File: src/rtl/sram_arbiter.sv
// Two-port arbiter sharing one single-port SRAM; grants in IDLE, then ISSUE -> (RDWAIT) -> RESP.
// Latency: write Ack in 2nd cycle after grant edge, read Ack + Rdata in 3rd cycle; all outputs registered.
// Backpressure: requesters hold ReqN until AckN; requests seen outside IDLE wait for IDLE. Macro SRAM_ARB_RR_EN selects round-robin ties.
module sram_arbiter #(
  parameter int DATA_W = 4,
  parameter int ADDR_W = 2
) (
  input  logic              Clk,
  input  logic              Rst_n,
  input  logic              Req0,
  input  logic              Req1,
  input  logic              We0,
  input  logic              We1,
  input  logic [ADDR_W-1:0] Addr0,
  input  logic [ADDR_W-1:0] Addr1,
  input  logic [DATA_W-1:0] Wdata0,
  input  logic [DATA_W-1:0] Wdata1,
  output logic              Ack0,
  output logic              Ack1,
  output logic [DATA_W-1:0] Rdata0,
  output logic [DATA_W-1:0] Rdata1,
  output logic              SramCS,
  output logic              SramWE,
  output logic              SramRD,
  output logic [ADDR_W-1:0] SramAddr,
  output logic [DATA_W-1:0] SramDataIn,
  input  logic [DATA_W-1:0] SramQ,
  output logic              Busy
);

  typedef enum logic [1:0] {IDLE, ISSUE, RDWAIT, RESP} state_t;

  state_t              state_q, state_d;
  logic                win_q, win_d;      // 0 = port 0 owns the transaction, 1 = port 1
  logic                we_q, we_d;        // latched write flag, survives past ISSUE
  logic [ADDR_W-1:0]   addr_q, addr_d;    // doubles as SramAddr, holds outside ISSUE
  logic [DATA_W-1:0]   wdata_q, wdata_d;  // doubles as SramDataIn, holds outside ISSUE
  logic                cs_q, cs_d;
  logic                swe_q, swe_d;
  logic                srd_q, srd_d;
  logic                ack0_q, ack0_d;
  logic                ack1_q, ack1_d;
  logic [DATA_W-1:0]   rdata0_q, rdata0_d;
  logic [DATA_W-1:0]   rdata1_q, rdata1_d;
  logic                busy_q, busy_d;
  logic                grant;
`ifdef SRAM_ARB_RR_EN
  logic                last_q, last_d;    // port granted most recently
`endif

  // Winner selection among current requests
  always_comb begin
`ifdef SRAM_ARB_RR_EN
    if (Req0 && Req1) grant = ~last_q;
    else              grant = ~Req0;
`else
    grant = ~Req0;
`endif
  end

  // Next state and next registered outputs
  always_comb begin
    state_d  = state_q;
    win_d    = win_q;
    we_d     = we_q;
    addr_d   = addr_q;
    wdata_d  = wdata_q;
    cs_d     = 1'b0;
    swe_d    = 1'b0;
    srd_d    = 1'b0;
    ack0_d   = 1'b0;
    ack1_d   = 1'b0;
    rdata0_d = rdata0_q;
    rdata1_d = rdata1_q;
`ifdef SRAM_ARB_RR_EN
    last_d   = last_q;
`endif
    case (state_q)
      IDLE: begin
        if (Req0 || Req1) begin
          win_d   = grant;
          we_d    = grant ? We1 : We0;
          addr_d  = grant ? Addr1 : Addr0;
          wdata_d = grant ? Wdata1 : Wdata0;
          cs_d    = 1'b1;
          swe_d   = we_d;
          srd_d   = ~we_d;
          state_d = ISSUE;
`ifdef SRAM_ARB_RR_EN
          last_d  = grant;
`endif
        end
      end
      ISSUE: begin
        if (we_q) begin
          state_d = RESP;
          ack0_d  = ~win_q;
          ack1_d  = win_q;
        end else begin
          state_d = RDWAIT;
        end
      end
      RDWAIT: begin
        // SRAM data is valid during this cycle; capture it alongside the Ack
        if (win_q) rdata1_d = SramQ;
        else       rdata0_d = SramQ;
        ack0_d  = ~win_q;
        ack1_d  = win_q;
        state_d = RESP;
      end
      RESP: begin
        state_d = IDLE;
      end
      default: begin
        state_d = IDLE;
      end
    endcase
    busy_d = (state_d != IDLE);
  end

  // State and output registers, cleared asynchronously
  always_ff @(posedge Clk or negedge Rst_n) begin
    if (!Rst_n) begin
      state_q  <= IDLE;
      win_q    <= 1'b0;
      we_q     <= 1'b0;
      addr_q   <= '0;
      wdata_q  <= '0;
      cs_q     <= 1'b0;
      swe_q    <= 1'b0;
      srd_q    <= 1'b0;
      ack0_q   <= 1'b0;
      ack1_q   <= 1'b0;
      rdata0_q <= '0;
      rdata1_q <= '0;
      busy_q   <= 1'b0;
`ifdef SRAM_ARB_RR_EN
      last_q   <= 1'b1;
`endif
    end else begin
      state_q  <= state_d;
      win_q    <= win_d;
      we_q     <= we_d;
      addr_q   <= addr_d;
      wdata_q  <= wdata_d;
      cs_q     <= cs_d;
      swe_q    <= swe_d;
      srd_q    <= srd_d;
      ack0_q   <= ack0_d;
      ack1_q   <= ack1_d;
      rdata0_q <= rdata0_d;
      rdata1_q <= rdata1_d;
      busy_q   <= busy_d;
`ifdef SRAM_ARB_RR_EN
      last_q   <= last_d;
`endif
    end
  end

  assign Ack0       = ack0_q;
  assign Ack1       = ack1_q;
  assign Rdata0     = rdata0_q;
  assign Rdata1     = rdata1_q;
  assign SramCS     = cs_q;
  assign SramWE     = swe_q;
  assign SramRD     = srd_q;
  assign SramAddr   = addr_q;
  assign SramDataIn = wdata_q;
  assign Busy       = busy_q;

endmodule

File: config.mk
export PLATFORM = sky130hd
export DESIGN_NAME = sram_arbiter
export DESIGN_NICKNAME = d
export VERILOG_FILES = /design/src/rtl/sram_arbiter.sv
export SDC_FILE = /design/constraint.sdc
export NUM_CORES = 1
export LEC_CHECK = 0
export ABC_AREA = 1
export CAP_MARGIN = 15
export CORE_AREA = 4 4 58 60
export DETAILED_ROUTE_END_ITERATION = 12
export DIE_AREA = 0 0 62 64
export PLACE_DENSITY = 0.69
export SLEW_MARGIN = 30
export SYNTH_ARGS = -nofsm -noshare
export SYNTH_HDL_FRONTEND = slang
export SYNTH_SLANG_ARGS = --single-unit
File: constraint.sdc
create_clock -name Clk -period 1.21 [get_ports Clk]
set_clock_uncertainty 0.15 [all_clocks]
set_input_delay 0.3025 -clock Clk [delete_from_list [all_inputs] [get_ports Clk]]
set_output_delay 0.3025 -clock Clk [all_outputs]
set_load 0.005 [all_outputs]
==> run summary, run 1 <==
The critical setup path kind is reg -> out. The final non-filler cell area is 1680 um2, and the DRC violation count after routing is 0. The tools report the core area as 2930 um2. The area growth from synthesis to layout is 62.1%.

The share of the synthesized netlist area taken by xor and xnor gates is 0. The tool flagged a number of max-cap violations equal to 0. The clock drives 24 sinks. The final clock period utilization by the worst path was 1.08; the number of standard-cell rows in the floorplan was 20. In this run, synthesis inferred 0 flip-flops with an integrated enable. The first global-routing pass estimated 3950 um of wire. The post-synthesis share of cell area spent on full adders, half adders and majority gates was 0.0362.

Via count of the first global-routing pass: 934. After detailed routing, the average wire length per cell comes to 11.5 um. The run gives 33 as the number of setup violations in the final report. TritonCTS built the clock tree. The number of antenna violations at the first check in global routing came out at 0.

The combinational share of power came out at 0.501. The tools report the sequential share of power as 0.353. The instance count after placement with tap cells included is 197, and the horizontal die dimension is 62 um. The TritonCTS buffer count came out at 3. The tools report the part of the Yosys area used for sequential elements as 0.579. The first routing iteration left 18 violations.

The commonest cells after synthesis are 60 x sky130_fd_sc_hd__nand2_1, 24 x sky130_fd_sc_hd__dfrtp_1, 10 x sky130_fd_sc_hd__inv_1, 8 x sky130_fd_sc_hd__o21ai_0, 4 x sky130_fd_sc_hd__nor2_1. Synthesis produced 118 cells. The clock root buffer was sky130_fd_sc_hd__clkbuf_4. The most common cell in the synthesized netlist is sky130_fd_sc_hd__nand2_1. Y dimension of the die: 64 um. The pre-antenna-repair detailed-routing pass consisted of 4 iterations.

After detailed placement, the total cell area comes to 1550 um2. The critical path goes through buf_2. The path category of the worst min-delay check was in -> async.

Number of buffers and inverters on the critical path: 1. Entering global routing, the biggest net connects 25 pins. Cell internal power was estimated by the tool at 2.47 mW.

For the final hold violation count, the log shows 0. The run gives 0.31 ns as the clock latency on the worst-skew pair. The total global routing track utilization is 0.129.

In the post-synthesis netlist, the biggest area contributors are sky130_fd_sc_hd__dfrtp_1 58%, sky130_fd_sc_hd__nand2_1 22%, sky130_fd_sc_hd__o21ai_0 3.9%. The highest metal layer used by the detailed router is met4. The tools report the met2 routed wirelength as 1290 um.

The final period demand of the worst path was 1.30 ns. Timing analysis after detailed placement gives a worst setup slack of -0.365 ns. The synthesized design contains 24 register bits. For the sum of routed wire segments on met1, the log shows 939 um. The final setup slack of the worst path came out at -0.0947 ns.

In this run, distinct cell masters in the synthesized netlist total 13. The fraction of synthesized cell area taken by the top area cell type is 0.579, and the total chip power is 3.89 mW. The global-route congestion overflow total was 0.

The run gives 937 as the total number of vias. The top cell type by total area after synthesis is sky130_fd_sc_hd__dfrtp_1. In this run the worst path has a maximum fanout of 2.

Routability-driven placement finished with a final weighted congestion of 0.773. The slowest stage cell on the critical path was sky130_fd_sc_hd__dfrtp_1. The detail route stage leaves a number of antenna-violating nets equal to 0. The repair_antennas step left the layout with diodes totalling 0. The proportion of total power due to net switching is 0.365, and the I/O pin count is 42. Summed over all cells, the static leakage comes to 0.902 nW. For the largest voltage drop on the vdd net, the log shows 1.12 mV. After detailed routing, the total wire length is 2440 um. In this design, the stage delay of the slowest critical-path cell is 0.41 ns. Setup repair after global routing could not meet its margin everywhere. The detailed placement HPWL was 1700 um.

For the number of H-tree levels, the log shows 1. The run finished, with violations left. For the non-filler instance count after layout, the log shows 211. For this design the ratio of total power to cell area is 2310 nW/um2.

The multiplexer share of the synthesized area works out to 0. The fraction of registers with async set or reset after synthesis is 1.00. The routed design uses 199 um of met3 wire.

STA classifies the critical path startpoint as a register. By area, the combinational part of the netlist is dominated by simple AND/OR/NAND/NOR gates. The most used flip-flop cell after synthesis is sky130_fd_sc_hd__dfrtp_1. The kind of capture point of the worst setup path was a primary output.

The part of the total power dissipated in the clock network is 0.146. Buffers inserted to repair hold after CTS numbered 0. The checks that failed: negative setup slack. For the worst setup path, the data required time is 0.76 ns. The simple-gate share of the synthesized area is 0.273, and the number of buffers between clock root and the deepest sink is 2. For the total die area, the log shows 3970 um2.

The tools report the headroom to the max-slew limit as 0.788. Synthesis produced a netlist with a net count of 143. Yosys printed 0 warnings.

The number of max-slew violations in the final report is 0, and the clock slew seen by the registers of the worst setup and hold paths is 0.14 ns. Timing would allow up to 766 MHz. Measured in cells, the most critical reg-to-reg path has a length of 7. After detailed routing, the number of vias per cell comes to 4.44. The post-synthesis compound-gate area fraction came out at 0.0543. Summed over all nets, the switching power comes to 1.42 mW.

After the last flow step, the layout net total stands at 204. Data on the critical path arrives at its endpoint at 0.85 ns. The count of port buffers added during placement was 41; the initial standard-cell utilization of the core was 0.354. Adding up every negative setup slack in the final design gives -2.10 ns. Among cell families on the critical path, the largest total delay comes from flip-flops. The fraction of final layout cells with drive strength greater than 1 is 0.360, and the netlist area before placement is 1040 um2. The transition time at the pin with the least slew margin is 0.318 ns, and the synthesized area per cell is 8.79 um2.

The cell count along the critical path came out at 1.
-- kinds of logic (layout without fill, tap and decap cells) --
group	Yosys count	count (layout)
adders and majority gates	3	3
DFF	24	24
and+or+nand+nor	68	69
AOI/OAI and AO/OA	9	10
buffers and inverters	14	72
-- flip-flops by register name (all words and copies together) (netlist names) --
name / count
Rdata0: 4
Rdata1: 4
SramDataIn: 4
SramAddr: 2
state_q: 2
Ack0: 1
Ack1: 1
Busy: 1
SramCS: 1
SramRD: 1
SramWE: 1
we_q: 1
win_q: 1
-- path summary, 6_finish.rpt --
path | startpoint | endpoint | slack [ns]
hold reg to reg | SramDataIn[2] | SramDataIn[2] | 0.35
setup reg to reg | state_q[1] | Busy | -0.09
min in group Clk | Req0 | win_q | 0.31
hold / removal | Rst_n | Rdata1[0] | 0.17
max in group asynchronous | Rst_n | SramDataIn[0] | 0.59
setup / recovery | SramDataIn[1] | SramDataIn[1] | -0.09
-- per-stage QoR --
| step | utilization | hold slack [ns] |
|---|---|---|
| 3_5_place_dp | 0.529 | 0.321 |
| 3_3_place_gp | 0.529 | 0.319 |
| 5_1_grt | 0.574 | 0.151 |
| 2_1_floorplan | - | -0.143 |
| 4_1_cts | 0.531 | 0.159 |
| 6_report | 0.574 | 0.166 |
-- placed cells by master, fill, tap and decap left out, drive strengths merged --
master,instances
clkbuf,3
dlygate4sd2,2
inv,13
o21ai,10
buf,34
bufinv,1
nor2,7
clkdlybuf4s50,19
nand3,1
nand2,61
ha,3
dfrtp,24
-- layout make-up --
cell class	count	area, um2
Timing Repair Buffer	55	433
Inverter	13	53.8
Sequential cell	24	601
Clock inverter	1	30.0
Clock buffer	3	22.5
Multi-Input combinational cell	82	500
Tap cell	33	41.3
Fill cell	262	1250
-- routing by layer --
metal  GRT usage  vias up
met4      0.0398        0
met3      0.0343        2
met2       0.209       33
met1       0.165      421
li1            -      481
met5           0        -
-- power by group through the flow --
stage          Sequential, mW  Combinational, mW  Clock, mW
6_report                 1.37               1.95      0.568
5_1_grt                  1.41               2.17      0.627
4_1_cts                  1.37               1.57      0.584
3_5_place_dp             1.37               1.69          0
3_3_place_gp             1.36               1.63          0
2_1_floorplan            1.38              0.728          0
-- timing repair --
action	in CTS	in global routing
resized for setup	94	22
pin swaps	4	10
setup endpoints to repair	40	37
buffers inserted	2	6
cloned	1	1
Note: power is estimated with default switching activity, not from simulation.
==> run 2: changes to the inputs <==
--- a/config.mk
+++ b/config.mk
@@ -10,8 +10,10 @@
 export CORE_AREA = 4 4 58 60
 export DETAILED_ROUTE_END_ITERATION = 12
 export DIE_AREA = 0 0 62 64
+export GPL_ROUTABILITY_DRIVEN = 0
 export PLACE_DENSITY = 0.69
 export SLEW_MARGIN = 30
 export SYNTH_ARGS = -nofsm -noshare
 export SYNTH_HDL_FRONTEND = slang
 export SYNTH_SLANG_ARGS = --single-unit
+export TNS_END_PERCENT = 30
==> run summary, run 2 (same netlist as run 1, synthesis figures left out) <==
The detailed placement HPWL is 1700 um, and the part of the total power dissipated in the clock network is 0.154. The tools report the number of H-tree levels as 1. The run finished, with violations left. The critical path is of the reg -> out type. In this run the worst hold path is classified as in -> async. The largest single stage delay on the critical path is 0.41 ns. The number of sinks driven by the clock tree came out at 24. The tools report the clock latency on the worst-skew pair as 0.31 ns. The tools report the kind of capture point of the worst setup path as a primary output. Slowest stage cell on the critical path: sky130_fd_sc_hd__dfrtp_1. After detailed routing, the average wire length per cell comes to 11.1 um. The kind of cell with the highest combined delay along the critical path is flip-flops.

The power per unit of standard cell area is 2280 nW/um2. The sequential share of power was 0.371; the setup total negative slack was -2.26 ns. The fraction of final layout cells with drive strength greater than 1 was 0.328.

The run gives 2.38 mW as the internal power consumption. The first routing iteration left 13 violations. TritonCTS created 3 clock buffers.

The final setup slack of the worst path is -0.0972 ns, and the achievable frequency is 765 MHz. The number of max-slew violations in the final report is 0. The horizontal die dimension is 62 um. Setup repair after global routing could not meet its margin everywhere. The final clock period utilization by the worst path is 1.08, and the net count reported at finish is 200. For this design the static power due to leakage is 0.881 nW.

The library cell used most frequently in the layout, excluding fill and tap cells, is sky130_fd_sc_hd__nand2_1. The transition time at the pin with the least slew margin came out at 0.255 ns. The total global routing track utilization is 0.122. The via count of the first global-routing pass is 903. Clock-pin slew was measured on the worst setup and hold paths at 0.13 ns. For the switching power, the log shows 1.31 mW.

Setup violations remaining at the end of the flow were counted as 33. Entering global routing, the biggest net connects 25 pins. The final hold violation count came out at 0. After detailed routing, the number of remaining DRC violations is 0.

The number of antenna violations at the first check in global routing was 0; the core area was 2930 um2. The number of buffers and inverters on the critical path works out to 1. The floorplan step defined a die boundary enclosing 3970 um2.

In this run the worst path has a maximum fanout of 2. The largest voltage drop on the vdd net came out at 1.13 mV. The final reports fail on negative setup slack. The setup check on the worst reg-to-reg path leaves a slack of -0.08 ns. Once placement finished, the instance area stood at 1550 um2. Number of standard-cell rows in the floorplan: 20.

Arrival time of the worst setup path: 0.85 ns. The signal on the critical path passes through buf_2. Leaving out fill and tap cells, the most frequent cells in the layout are 54 x sky130_fd_sc_hd__nand2_1, 24 x sky130_fd_sc_hd__dfrtp_1, 20 x sky130_fd_sc_hd__clkdlybuf4s50_1, 20 x sky130_fd_sc_hd__buf_2, 9 x sky130_fd_sc_hd__buf_4. The total number of vias is 913, and the area overhead of the layout relative to synthesis is 56.1%. Final non-filler cell area: 1620 um2.

The logs give 4 for the first-pass iteration count of the detailed router and 2 for the number of buffers between clock root and the deepest sink. STA classifies the critical path startpoint as a register. The logs give 0.829 for the headroom to the max-slew limit and 0 for the number of antenna repair diodes.

Pin placement for this block handled 42 I/O pins. The wire length of the first global-routing pass is 3760 um, and the post-detailed-route via-to-cell ratio is 4.41. The global-route congestion overflow total is 0, and the initial standard-cell utilization of the core is 0.354. The clock root buffer was sky130_fd_sc_hd__clkbuf_4. The final period demand of the worst path was 1.31 ns. The required arrival time at the worst endpoint was 0.76 ns; the count of antenna-violating nets left after detailed routing was 0.

The proportion of total power due to net switching is 0.356. TritonCTS built the clock tree. The combinational share of power came out at 0.475. The y dimension of the die came out at 64 um. Wires add up to 2300 um. Number of violations of the max-capacitance limit: 0. The count of port buffers added during placement was 41; the total chip power was 3.69 mW.
run 2: changes by cell type in the layout (fill, tap and decap cells not counted):
cell | before | now
sky130_fd_sc_hd__buf_4 | 11 | 9
sky130_fd_sc_hd__nor2_2 | 1 | 0
sky130_fd_sc_hd__clkdlybuf4s50_1 | 19 | 20
sky130_fd_sc_hd__o21ai_1 | 6 | 4
sky130_fd_sc_hd__nand2_1 | 52 | 54
sky130_fd_sc_hd__nand2_8 | 1 | 0
sky130_fd_sc_hd__nor2_4 | 3 | 2
sky130_fd_sc_hd__dlygate4sd2_1 | 2 | 1
sky130_fd_sc_hd__o21ai_4 | 2 | 1
sky130_fd_sc_hd__nand2_2 | 6 | 5
sky130_fd_sc_hd__o21ai_0 | 2 | 4
sky130_fd_sc_hd__nor2_1 | 2 | 3
run 2: final timing paths:
path                               start             to  cells past startpoint
min in group Clk                    Req0          win_q                      4
hold / removal                     Rst_n      Rdata1[0]                      2
setup reg to reg              state_q[1]           we_q                      6
max in group asynchronous          Rst_n  SramDataIn[0]                      2
setup / recovery           SramDataIn[1]  SramDataIn[1]                      1
hold reg to reg                Rdata0[3]      Rdata0[3]                      2
run 2: through the flow:
step | hold slack [ns] | util | instances | setup WS (ns)
final | 0.167 | 0.553 | 207 | -0.0972
after global routing | 0.150 | 0.553 | 207 | -0.164
after CTS | 0.159 | 0.519 | 203 | -0.114
after detailed placement | 0.321 | 0.529 | 197 | -0.365
after global placement | 0.319 | 0.529 | 197 | -0.349
after floorplan | -0.143 | - | 118 | 0.0202
run 2: power groups by stage:
stage	logic [mW]	clock network, mW	registers, mW
after floorplan	0.728	0	1.38
after global placement	1.63	0	1.36
after detailed placement	1.69	0	1.37
after CTS	1.47	0.584	1.35
after global routing	1.97	0.628	1.41
final	1.76	0.568	1.37
run 2: per-layer routing:
metal	GRT usage	routed length, um	vias to the layer above
met5	0	0	-
met1	0.156	917	409
li1	-	-	467
met4	0.0398	10	0
met3	0.0343	206	2
met2	0.194	1170	35
run 2: area by class of cell:
| class | count | area [um2] |
|---|---|---|
| Sequential cell | 24 | 601 |
| Timing Repair Buffer | 53 | 419 |
| Tap cell | 33 | 41.3 |
| Clock inverter | 1 | 30.0 |
| Multi-Input combinational cell | 80 | 452 |
| Inverter | 13 | 53.8 |
| Clock buffer | 3 | 22.5 |
| Fill cell | 266 | 1310 |
run 2: timing repair:
| action | in CTS | in global routing |
|---|---|---|
| buffers inserted | 2 | 4 |
| hold buffers | 0 | 0 |
| setup endpoints to repair | 40 | 41 |
| gates cloned | 0 | 0 |
| resized for setup | 87 | 20 |
| pin swaps | 4 | 4 |
==> run 3: changes to the inputs <==
--- a/config.mk
+++ b/config.mk
@@ -7,11 +7,11 @@
 export LEC_CHECK = 0
 export ABC_AREA = 1
 export CAP_MARGIN = 15
-export CORE_AREA = 4 4 58 60
+export CORE_AREA = 4 4 55 57
 export DETAILED_ROUTE_END_ITERATION = 12
-export DIE_AREA = 0 0 62 64
+export DIE_AREA = 0 0 59 61
 export GPL_ROUTABILITY_DRIVEN = 0
-export PLACE_DENSITY = 0.69
+export PLACE_DENSITY = 0.73
 export SLEW_MARGIN = 30
 export SYNTH_ARGS = -nofsm -noshare
 export SYNTH_HDL_FRONTEND = slang
==> constraint.sdc (replaced) <==
create_clock -name Clk -period 1.5 [get_ports Clk]
set_clock_uncertainty 0.15 [all_clocks]
set_input_delay 0.375 -clock Clk [delete_from_list [all_inputs] [get_ports Clk]]
set_output_delay 0.375 -clock Clk [all_outputs]
set_load 0.005 [all_outputs]
==> run summary, run 3 (same netlist as run 1, synthesis figures left out) <==
The run finished with clean final reports. In this run the tool buffered the top-level ports with 41 buffer cells. For the worst setup path, the data required time is 0.97 ns. Leaving out fill and tap cells, the most frequent cell in the layout is sky130_fd_sc_hd__nand2_1. Initial standard-cell utilization of the core: 0.419. The static leakage is 0.823 nW. The terminus of the critical flop-to-flop path was Busy. The critical path goes through clkdlybuf4s15_1.

The number of setup violations in the final report is 0, and the global-route congestion overflow total is 0. For the number of filler instances in the final layout, the log shows 233. For the finished layout, the period the worst path requires is 1.43 ns.

Fraction of final layout cells with drive strength greater than 1: 0.130. IR analysis of the VDD net gives a maximum drop of 1.06 mV. The die is 61 um tall. The tools report the start point of the critical path as SramAddr[0]. The worst setup path is captured at a primary output. For the global routing usage on met3, the log shows 0.0404.

The slowest stage of the critical path belongs to the cell sky130_fd_sc_hd__dfrtp_1. For the headroom to the max-slew limit, the log shows 0.827. Setup repair after global routing left no endpoint under its margin. The kind of cell with the highest combined delay on the critical path is flip-flops.

The final clock period utilization by the worst path is 0.954, and the number of antenna repair diodes is 0. The horizontal die dimension is 59 um. TritonCTS built the clock tree.

Power spread over the standard cell area amounts to 1620 nW/um2. The number of buffers and inverters on the critical path came out at 1. After clock tree synthesis, the clock-pin slew on the worst setup and hold paths is 0.12 ns.

The logs give 0 for the number of antenna violations at the first check in global routing and 3600 um2 for the total die area. After legalization and detailed placement, the total HPWL measured 1720 um. Entering global routing, the biggest net connects 25 pins.

Measured in cells, the most critical reg-to-reg path has a length of 7. The post-detailed-route via-to-cell ratio is 4.56, and the combinational share of power is 0.464. The part of the total power dissipated in the clock network is 0.104, and the achievable frequency is 699 MHz. Via count of the first global-routing pass: 936. The net count reported at finish is 196, and the switching power is 881 uW. Power comes to 2.52 mW.

The critical path is of the reg -> out type. The iteration-0 DRC count of the detailed router is 17. The root buffer cell chosen for the clock tree is sky130_fd_sc_hd__clkbuf_4. The instance count after placement with tap cells included was 192. The global routing met2 resource utilization is 0.227.

The utilization after layout came out at 0.625. The non-filler instance count after layout is 199, and the area taken by flip-flops and latches is 601 um2. The region available for standard cell placement spans 2480 um2. The library cells used most frequently in the layout, excluding fill and tap cells, are 60 x sky130_fd_sc_hd__nand2_1, 24 x sky130_fd_sc_hd__dfrtp_1, 21 x sky130_fd_sc_hd__clkdlybuf4s50_1, 16 x sky130_fd_sc_hd__clkdlybuf4s15_1, 10 x sky130_fd_sc_hd__inv_1. The run gives 0.432 as the sequential share of power.

The routed layout has 908 vias. Across the run, the number of max-cap violations was 0. The clock latency on the worst-skew pair was 0.30 ns. The element type at the critical path start is a register.

For this design the top-level I/O count stands at 42. In this design, the stage delay of the slowest critical-path cell is 0.40 ns. The number of H-tree levels is 1, and the routing usage on met1 is 0.177. The total global routing track utilization was 0.140. The area taken by multi-input logic gates is 377 um2.

Row generation in the floorplan step produced 18 rows. The run gives 0 as the count of antenna-violating nets left after detailed routing. STA puts the critical path data arrival time at 0.91 ns. The final layout contains routed wiring with a total length of 2110 um.

The logs give 24 for the number of sinks driven by the clock tree and 0 for the number of max-slew violations in the final report. The worst hold path belongs to the class in -> async. Number of buffers between clock root and the deepest sink: 2. DRC violation count after routing: 0. The internal power consumption is 1.63 mW.

The area overhead of the layout relative to synthesis is 49.3%. The first detailed-routing pass took 4 iterations. Adding up every negative setup slack in the final design gives 0 ns.

The cell count along the critical path came out at 1. Along the worst path, the maximum fanout reaches 2. For the final hold violation count, the log shows 0.

The tools report the worst flop-to-flop path startpoint as state_q[0]. The wire length of the first global-routing pass came out at 3780 um. The TritonCTS buffer count is 3, and the post-detailed-route wirelength per cell is 10.6 um. The layer flagged by global routing as most heavily used is met2. For the pin with the worst max-slew slack, the measured transition is 0.258 ns.

For the slack of the worst reg-to-reg path, the log shows 0.15 ns. The proportion of total power due to net switching was 0.350.
==> run 3: cell types whose count changed in the layout (fill, tap and decap cells not counted), sizes merged <==
cell,delta
buf,-24
clkdlybuf4s15,+16
clkbuf,+4
bufinv,-1
clkdlybuf4s50,+1
dlygate4sd2,-1
==> run 3: area by class of cell <==
type,count,share of cell area
repair buffers,49,0.299
flip-flops and latches,24,0.388
inverters,13,0.0315
well taps,30,0.0242
multi-input cells,80,0.243
clock buffers,3,0.0145
==> run 3: how the worst max path moves through the flow <==
stage / end / slack (ns)
6_report: SramAddr[0] / 0.07
2_1_floorplan: Busy / 0.25
4_1_cts: Rdata0[1] / 0.002
5_1_grt: SramAddr[0] / 0.004
3_3_place_gp: we_q / -0.1
3_5_place_dp: we_q / -0.12
==> run 3: metal layers <==
layer  part of all wire  up-vias
met1               0.42      402
li1                   -      456
met5                  0        -
met3               0.12        4
met2               0.45       46
met4              0.012        0
==> run 3: power groups by stage <==
| stage | clock, mW | sequential (mW) | combinational, mW |
|---|---|---|---|
| 6_report | 0.261 | 1.09 | 1.17 |
| 3_3_place_gp | 0 | 1.10 | 1.22 |
| 5_1_grt | 0.305 | 1.14 | 1.33 |
| 3_5_place_dp | 0 | 1.10 | 1.25 |
| 4_1_cts | 0.274 | 1.08 | 1.19 |
| 2_1_floorplan | 0 | 1.11 | 0.547 |
==> run 3: repair_timing <==
| action | 4_1_cts | 5_1_grt |
|---|---|---|
| endpoints found under the hold margin | 0 | 0 |
| hold buffers | 0 | 0 |
| setup buffers | 4 | 0 |
| setup endpoints to repair | 20 | 19 |
| gates resized for setup | 25 | 19 |
==> run 3: per-stage QoR <==
stage / setup WS, ns / hold slack (ns) / cell area, um2
detailed placement: -0.118 / 0.323 / 1520
CTS: 0.00160 / 0.252 / 1550
global placement: -0.0977 / 0.318 / 1520
floorplan: 0.250 / -0.0706 / 1040
global route: 0.00393 / 0.259 / 1550
finish: 0.0685 / 0.253 / 1550
